File: config.mk
export PLATFORM = sky130hd
export DESIGN_NAME = seq_detect_prog
export DESIGN_NICKNAME = d
export VERILOG_FILES = /design/src/rtl/seq_det_pkg.sv /design/src/rtl/seq_det_window.sv /design/src/rtl/seq_detect_prog.sv
export SDC_FILE = /design/constraint.sdc
export NUM_CORES = 1
export LEC_CHECK = 0
export ABC_AREA = 1
export CAP_MARGIN = 20
export CORE_UTILIZATION = 50
export CTS_CLUSTER_SIZE = 8
export DETAILED_ROUTE_END_ITERATION = 8
export GPL_TIMING_DRIVEN = 0
export PLACE_DENSITY = 0.75
export SETUP_SLACK_MARGIN = 0.4
export SLEW_MARGIN = 25
export SYNTH_ARGS = -nofsm -noshare
export SYNTH_HDL_FRONTEND = slang
export SYNTH_SLANG_ARGS = --single-unit
File: constraint.sdc
create_clock -name clk -period 2.4 [get_ports clk]
set_input_delay 0.36 -clock clk [delete_from_list [all_inputs] [get_ports clk]]
set_output_delay 0.36 -clock clk [all_outputs]
set_load 0.02 [all_outputs]
File: src/rtl/seq_det_pkg.sv
// Shared defaults and helpers for the programmable serial pattern detector.
package seq_det_pkg;

  localparam int PAT_W_DEF = 8;
  localparam int CNT_W_DEF = 16;

  // Width needed for a length field that must be able to hold pat_w itself.
  function automatic int len_w_for(input int pat_w);
    return $clog2(pat_w + 1);
  endfunction

  // Next fill level: one more accepted bit, saturating at the window size.
  function automatic int min_fill(input int fill, input int cap);
    return (fill + 1 > cap) ? cap : fill + 1;
  endfunction

endpackage

File: src/rtl/seq_det_window.sv
// History shift register, fill counter and masked pattern compare.
// match is combinational and valid in the cycle a bit is accepted.
module seq_det_window
  import seq_det_pkg::*;
#(
  parameter int PAT_W = PAT_W_DEF,
  parameter int LEN_W = len_w_for(PAT_W)
) (
  input  logic             clk,
  input  logic             rst,
  input  logic             clr,
  input  logic             acc,
  input  logic             din,
  input  logic             en,
  input  logic             overlap,
  input  logic [PAT_W-1:0] pat,
  input  logic [LEN_W-1:0] len,
  output logic             match
);

  logic [PAT_W-1:0] hist;
  logic [PAT_W-1:0] hist_n;
  logic [PAT_W-1:0] mask;
  logic [LEN_W-1:0] fill;
  logic [LEN_W-1:0] fill_n;

  // Next history/fill and the masked compare of the newest len bits.
  always_comb begin
    // NOTE: every output of a combinational block gets a default first so no latch is inferred.
    mask   = '0;
    hist_n = (hist << 1) | {{(PAT_W-1){1'b0}}, din};
    fill_n = LEN_W'(min_fill(int'(fill), PAT_W));
    for (int i = 0; i < PAT_W; i++) begin
      mask[i] = (i < int'(len));
    end
    match = acc && en && (fill_n >= len) && ((hist_n & mask) == (pat & mask));
  end

  // Shift accepted bits in; non-overlapping mode restarts the fill after a match.
  always_ff @(posedge clk) begin
    // NOTE: sequential state uses non-blocking assignments so all registers update together.
    if (rst || clr) begin
      hist <= '0;
      fill <= '0;
    end else if (acc) begin
      hist <= hist_n;
      fill <= (match && !overlap) ? '0 : fill_n;
    end
  end

endmodule

File: src/rtl/seq_detect_prog.sv
// Programmable serial bit-pattern detector: shadow configuration, config
// error flag, registered match pulse and saturating match counter.
module seq_detect_prog
  import seq_det_pkg::*;
#(
  parameter int PAT_W = PAT_W_DEF,
  parameter int LEN_W = len_w_for(PAT_W),
  parameter int CNT_W = CNT_W_DEF
) (
  input  logic             clk,
  input  logic             rst,
  input  logic             cfg_load,
  input  logic [PAT_W-1:0] pat,
  input  logic [LEN_W-1:0] pat_len,
  input  logic             overlap_en,
  input  logic             din_vld,
  input  logic             din,
  output logic             result,
  output logic [CNT_W-1:0] match_cnt,
  output logic             cfg_err
);

  logic [PAT_W-1:0] pat_s;
  logic [LEN_W-1:0] len_s;
  logic             ovl_s;
  logic             acc;
  logic             match;

  // A bit on a cfg_load cycle is discarded.
  assign acc = din_vld && !cfg_load;

  // Shadow configuration; live inputs only matter on cfg_load.
  always_ff @(posedge clk) begin
    // NOTE: the shadow registers are reset to a defined, legal default (len=1), not left unknown.
    if (rst) begin
      pat_s   <= '0;
      len_s   <= LEN_W'(1);
      ovl_s   <= 1'b1;
      cfg_err <= 1'b0;
    end else if (cfg_load) begin
      pat_s   <= pat;
      len_s   <= pat_len;
      ovl_s   <= overlap_en;
      cfg_err <= (pat_len == '0) || (int'(pat_len) > PAT_W);
    end
  end

  seq_det_window #(
    .PAT_W (PAT_W),
    .LEN_W (LEN_W)
  ) u_window (
    .clk     (clk),
    .rst     (rst),
    .clr     (cfg_load),
    .acc     (acc),
    .din     (din),
    .en      (!cfg_err),
    .overlap (ovl_s),
    .pat     (pat_s),
    .len     (len_s),
    .match   (match)
  );

  // Registered one-cycle match pulse and saturating match counter.
  always_ff @(posedge clk) begin
    if (rst || cfg_load) begin
      result    <= 1'b0;
      match_cnt <= '0;
    end else begin
      result <= match;
      if (match && (match_cnt != '1)) begin
        match_cnt <= match_cnt + 1'b1;
      end
    end
  end

endmodule

; ---- Word level (Yosys, flattened, before mapping)
; Index checks and enable logic that the tools add are counted.
[word_totals]
ff_bits = 42
inputBits = 18
output_inout_bits = 18
wordCells = 40
[classes]
n_addsub = 2
n_lt_le_gt_ge = 11
n_eq_ne = 2
mux = 2
bitwise_logic = 3
reduce_logical = 12
[ops]
columns = operator, count
row1 = "adder 16 x 1 -> 16 bit, second input constant", 1
row2 = bitwise AND 8 bit, 2
row3 = "less-than comparator 3 x 4 -> 1 bit, first input constant", 4
row4 = "inequality test 16 bit, second input constant", 1
row5 = == test 8 bit, 1
row6 = "less-than comparator 1 x 4 -> 1 bit, first input constant", 2
row7 = "less-than comparator 2 x 4 -> 1 bit, first input constant", 2
row8 = 2-to-1 mux 4 bit, 2
row9 = OR 8 x 1 -> 8 bit, 1
row10 = logical AND 1 bit, 6
row11 = "adder 4 x 1 -> 5 bit, second input constant", 1
row12 = "> comparator 5 x 4 -> 1 bit, second input constant", 1
row13 = greater-or-equal comparator 4 bit, 1
row14 = "> comparator 4 bit, second input constant", 1
row15 = logical NOT 4 bit, 1
row16 = logical NOT 1 bit, 3
row17 = logical OR 1 bit, 2

; ---- Logic depth before layout (Yosys ltp)
[logic_depth]
ltp_word = 8
mapped_depth = 17

; ---- Modules after synthesis
; Synthesis repeated with hierarchy kept, for this count alone.
[unflattened]
cells_unflattened = 364
hier_area_um2 = 2406.1
[by_module_without_submodules]
columns = mod, n_inst, cells_each, area_each_um2
row1 = seq_detect_prog, 1, 228, 1559.0
row2 = seq_det_window, 1, 136, 847.1

; ---- Least setup slack after synthesis
; Ideal clock, no wire load.
[synth_path]
path_type = register to register
from = reg u_window.fill[0]
to = reg match_cnt[10]
t_arrival_ns = 1.933
required_time_ns = 2.330
slack_ns = 0.396
stages_incl_launch_ff = 16
n_path_buf = 1
cell_sequence = dfxtp_1 > ha_1 > nand2_1 > inv_1 > nand2_1 > nand3_1 > inv_1 > ha_1 > nand2_1 > nor2_1 > nand3b_1 > nand3_1 > nor2_4 > buf_6 > nand3_1 > a21oi_1
[synth_between]
elab_chain_cells = 7
[synth_lines]
columns = element, line
row1 = start: declaration, seq_det_window.sv:24  ; logic [LEN_W-1:0] fill;
row2 = start signal: assignment, seq_det_window.sv:47  ; fill <= (match && !overlap) ? '0 : fill_n;
row3 = adder 4 x 1 -> 5 bit (*), seq_det_pkg.sv:14  ; return (fill + 1 > cap) ? cap : fill + 1;
row4 = > comparator 5 x 4 -> 1 bit, seq_det_pkg.sv:14
row5 = 2-to-1 mux 4 bit (*), seq_det_pkg.sv:14
row6 = greater-or-equal comparator 4 bit (*), seq_det_window.sv:36  ; match = acc && en && (fill_n >= len) && ((hist_n & mask) == (pat & mask));
row7 = logical AND 1 bit (*) (2 in series), seq_det_window.sv:36
row8 = logical AND 1 bit (*), seq_detect_prog.sv:71  ; if (match && (match_cnt != '1)) begin
row9 = end signal: assignment, seq_detect_prog.sv:72  ; match_cnt <= match_cnt + 1'b1;
row10 = end: declaration, seq_detect_prog.sv:19  ; output logic [CNT_W-1:0] match_cnt,
; Mark *: on every way between the ends. The rest lies on a longest branch, timed or not.
; A chain may end at the register's enable or synchronous reset.

; ---- Worst setup path after layout
[layout_path]
from = reg u_window.fill[1]
to = reg u_window.fill[2]
[layout_between]
elab_chain_cells = 8
[layout_lines]
columns = element, line
row1 = adder 4 x 1 -> 5 bit (*), seq_det_pkg.sv:14
row2 = > comparator 5 x 4 -> 1 bit, seq_det_pkg.sv:14
row3 = 2-to-1 mux 4 bit (*), seq_det_pkg.sv:14
row4 = greater-or-equal comparator 4 bit, seq_det_window.sv:36
row5 = logical AND 1 bit (2 in series), seq_det_window.sv:36
row6 = logical AND 1 bit, seq_det_window.sv:47
row7 = 2-to-1 mux 4 bit (*), seq_det_window.sv:47
; Marked as above.

==> impl_metrics.toml <==
[clock_tree]
holdBufCountCts = 0
clock_latency_ns = 0.29
numCtsBuffers = 5
cts_max_level = 2
cts_buffer_depth = 2
root_buffer = "clkbuf_8"
clock_sinks = 42
clkTransAtPathRegs_ns = 0.07
tritoncts = "built"

[setup_path]
path_cells = "ha_4 > nand2_4 > inv_4 > nand2_4 > nand3_2 > inv_2 > ha_4 > nand2_2 > nand2_2 > nand2_2 > nand2_2 > nor2_2 > nor2_2 > nand4_1 > nand2_1 > a21oi_2"
worstRegToRegCells = 16
path_depth = 16
path_class = "reg -> reg"
cp.arrival_ns = 2.32
startpoint_type = "flip-flop"
cp.required_ns = 2.55
cp_slowest_stage_delay_ns = 0.38
cp_common_cell = "nand2_2"
cpMaxStageDelayCell = "dfxtp_4"
cp-end-kind = "flip-flop"
cp_num_buf_inv = 2
critPathMaxFanout = 4
crit_family = "simple AND/OR/NAND/NOR gates"

[synth]
yosysWarnings = 0
synth-seq-cells = 42
syn_inst = 335
syn_avg_cell_area_um2 = 6.738
yosysSeqAreaShare_pct = 37.25
synth_nets = 359
synth.distinct_cells = 27
synth_area_um2 = 2257

[sta]
setup_viol = 0
setup_ws_ns = 0.2374
min_period_ns = 2.163
skew_ns = 0.008171
hold_violations = 0
rsz0062_at_grt = "yes"
setup_tns_ns = 0
max_freq_ghz = 0.4624
timing.final.crit_share_pct = 90.11
worstMarginPinSlew_ns = 0.5932
slew_headroom_pct = 60.45
slew_violations = 0

[floorplan]
ios = 36
die_area_um2 = 4787
die_x_um = 69.19
die_y_um = 69.19
core-area_um2 = 4354
initial_core_util_pct = 51.84
row_count = 24

[place]
dp.cells = 422
dpl_worst_slack_ns = 0.1780
gp_congestion = 0.9109
port_buffers = 35
hpwl_um = 3860

[cells_and_area]
final_common_cell = "nand2_1"
layout-drive-gt1-share_pct = 18.39
diodes = 0
final_cells = 438
mostFrequentLayoutCells = "76 x nand2_1, 39 x nor2_1, 38 x dfxtp_1, 35 x clkdlybuf4s50_1, 28 x inv_1"
nets = 409
area_growth_pct = 34.42

[power]
report.power.total_mw = 1.417
p_per_area_nw_per_um2 = 467.2
p_leak_nw = 1.204
vdd_drop_max_mv = 0.3042

[job]
max_cap_violations = 0

[min_path]
min_path_type = "reg -> reg"
whs_path_depth = 2

[global_routing]
antenna_found_initial = 0
track_usage_pct = 23.45
overflow = 0
grt_pass1_vias = 2110
grt_max_degree = 13
grt_pass1_wl_um = 9218

[routing]
ant_nets = 0
first_iter_violations = 112
routed_wl_um = 5605
drc = 0
vias = 2305
routedWlPerCell_um = 12.80
first_pass_iters = 5
via_per_inst = 5.263

[outcome]
status = "completed"
sequential cells by signal, indices dropped and copies added (netlist names):
| signal | flops |
|---|---|
| u_window.hist | 7 |
| cfg_err | 1 |
| len_s | 4 |
| u_window.fill | 4 |
| pat_s | 8 |
| ovl_s | 1 |
| match_cnt | 16 |
| result | 1 |
repair_timing:
action	CTS	global route
setup endpoints to repair	20	21
gates resized for setup	18	39
gates cloned	1	0
pin swaps	7	19
buffers inserted	6	1
endpoints found under the hold margin	0	0
tightest hold or removal path: cells and delay by family, from the launching register on:
family | cells | cell delay [ns]
buffers and inverters | 1 | 0.06
AO/OA/AOI/OAI | 1 | 0.06
flip-flops | 1 | 0.31
metrics by stage:
stage | cell area, um^2 | utilization [%] | hold WS (ns)
2_1_floorplan | 2257 | - | 0.4360
5_1_grt | 3034 | 69.68 | 0.5111
3_3_place_gp | 2673 | 61.38 | 0.4596
4_1_cts | 2878 | 66.09 | 0.4744
6_report | 3034 | 69.68 | 0.4743
3_5_place_dp | 2673 | 61.38 | 0.4622
path summary, 6_finish.rpt:
check                                      start                to  slack [ns]
worst max-delay path            u_window.fill[1]  u_window.fill[2]        0.24
worst min-delay path                    pat_s[4]          pat_s[4]        0.47
worst max register to register  u_window.fill[1]  u_window.fill[2]        0.24
worst min register to register          pat_s[4]          pat_s[4]        0.47
logic make-up (layout without fill, tap and decap cells):
logic type	count (synthesis)	in the layout	share of synthesized area, %
flip-flops	42	42	37.25
AND/OR/NAND/NOR	175	175	33.81
AO/OA/AOI/OAI	54	54	12.14
adder cells (fa/ha/maj)	6	6	3.326
XOR/XNOR	14	14	5.432
buffers and inverters	44	95	8.038
power breakdown:
part	switching (mW)	internal, mW
sequential	0.0171	0.716
clock	0.236	0.232
combinational	0.119	0.0977
total	0.372	1.05
synth_stat cells:
master | n | area, um^2
nand4_1 | 2 | 12.51
nand3b_1 | 1 | 7.510
nor4_1 | 1 | 6.260
nor3_1 | 6 | 30.03
nor2_2 | 2 | 12.51
a21oi_1 | 31 | 155.2
or2_2 | 2 | 12.51
nor2_4 | 1 | 11.26
inv_1 | 33 | 123.9
ha_1 | 6 | 75.07
nand2_1 | 84 | 315.3
buf_6 | 2 | 22.52
o21ai_0 | 21 | 105.1
o22ai_1 | 1 | 6.260
nor3_4 | 1 | 16.27
dfxtp_1 | 42 | 840.8
nand3_2 | 2 | 20.02
nand3_1 | 27 | 135.1
clkbuf_1 | 6 | 22.52
nor2_1 | 44 | 165.2
inv_2 | 2 | 7.510
nand2_2 | 1 | 6.260
xor2_1 | 8 | 70.07
nand4_2 | 1 | 12.51
a211oi_1 | 1 | 7.510
buf_2 | 1 | 5.000
xnor2_1 | 6 | 52.55
cell type report:
type,instances,area (um^2)
Inverter,35,133.9
Fill cell,368,1320
Clock inverter,1,5.005
Tap cell,52,65.06
Timing Repair Buffer,43,421.7
Clock buffer,7,86.33
Sequential cell,42,850.8
Multi-Input combinational cell,249,1421
Buffer,9,50.05
layer usage:
metal	GRT usage, %	vias to the layer above	wire length (um)	share of wire [%]
met5	0	-	0	0
met4	8.617	0	106	1.9
met3	4.215	10	180	3.2
met2	41.10	42	2901	52
met1	28.51	1076	2416	43
li1	-	1177	-	-
No activity file was read; power rests on OpenSTA's default activity.
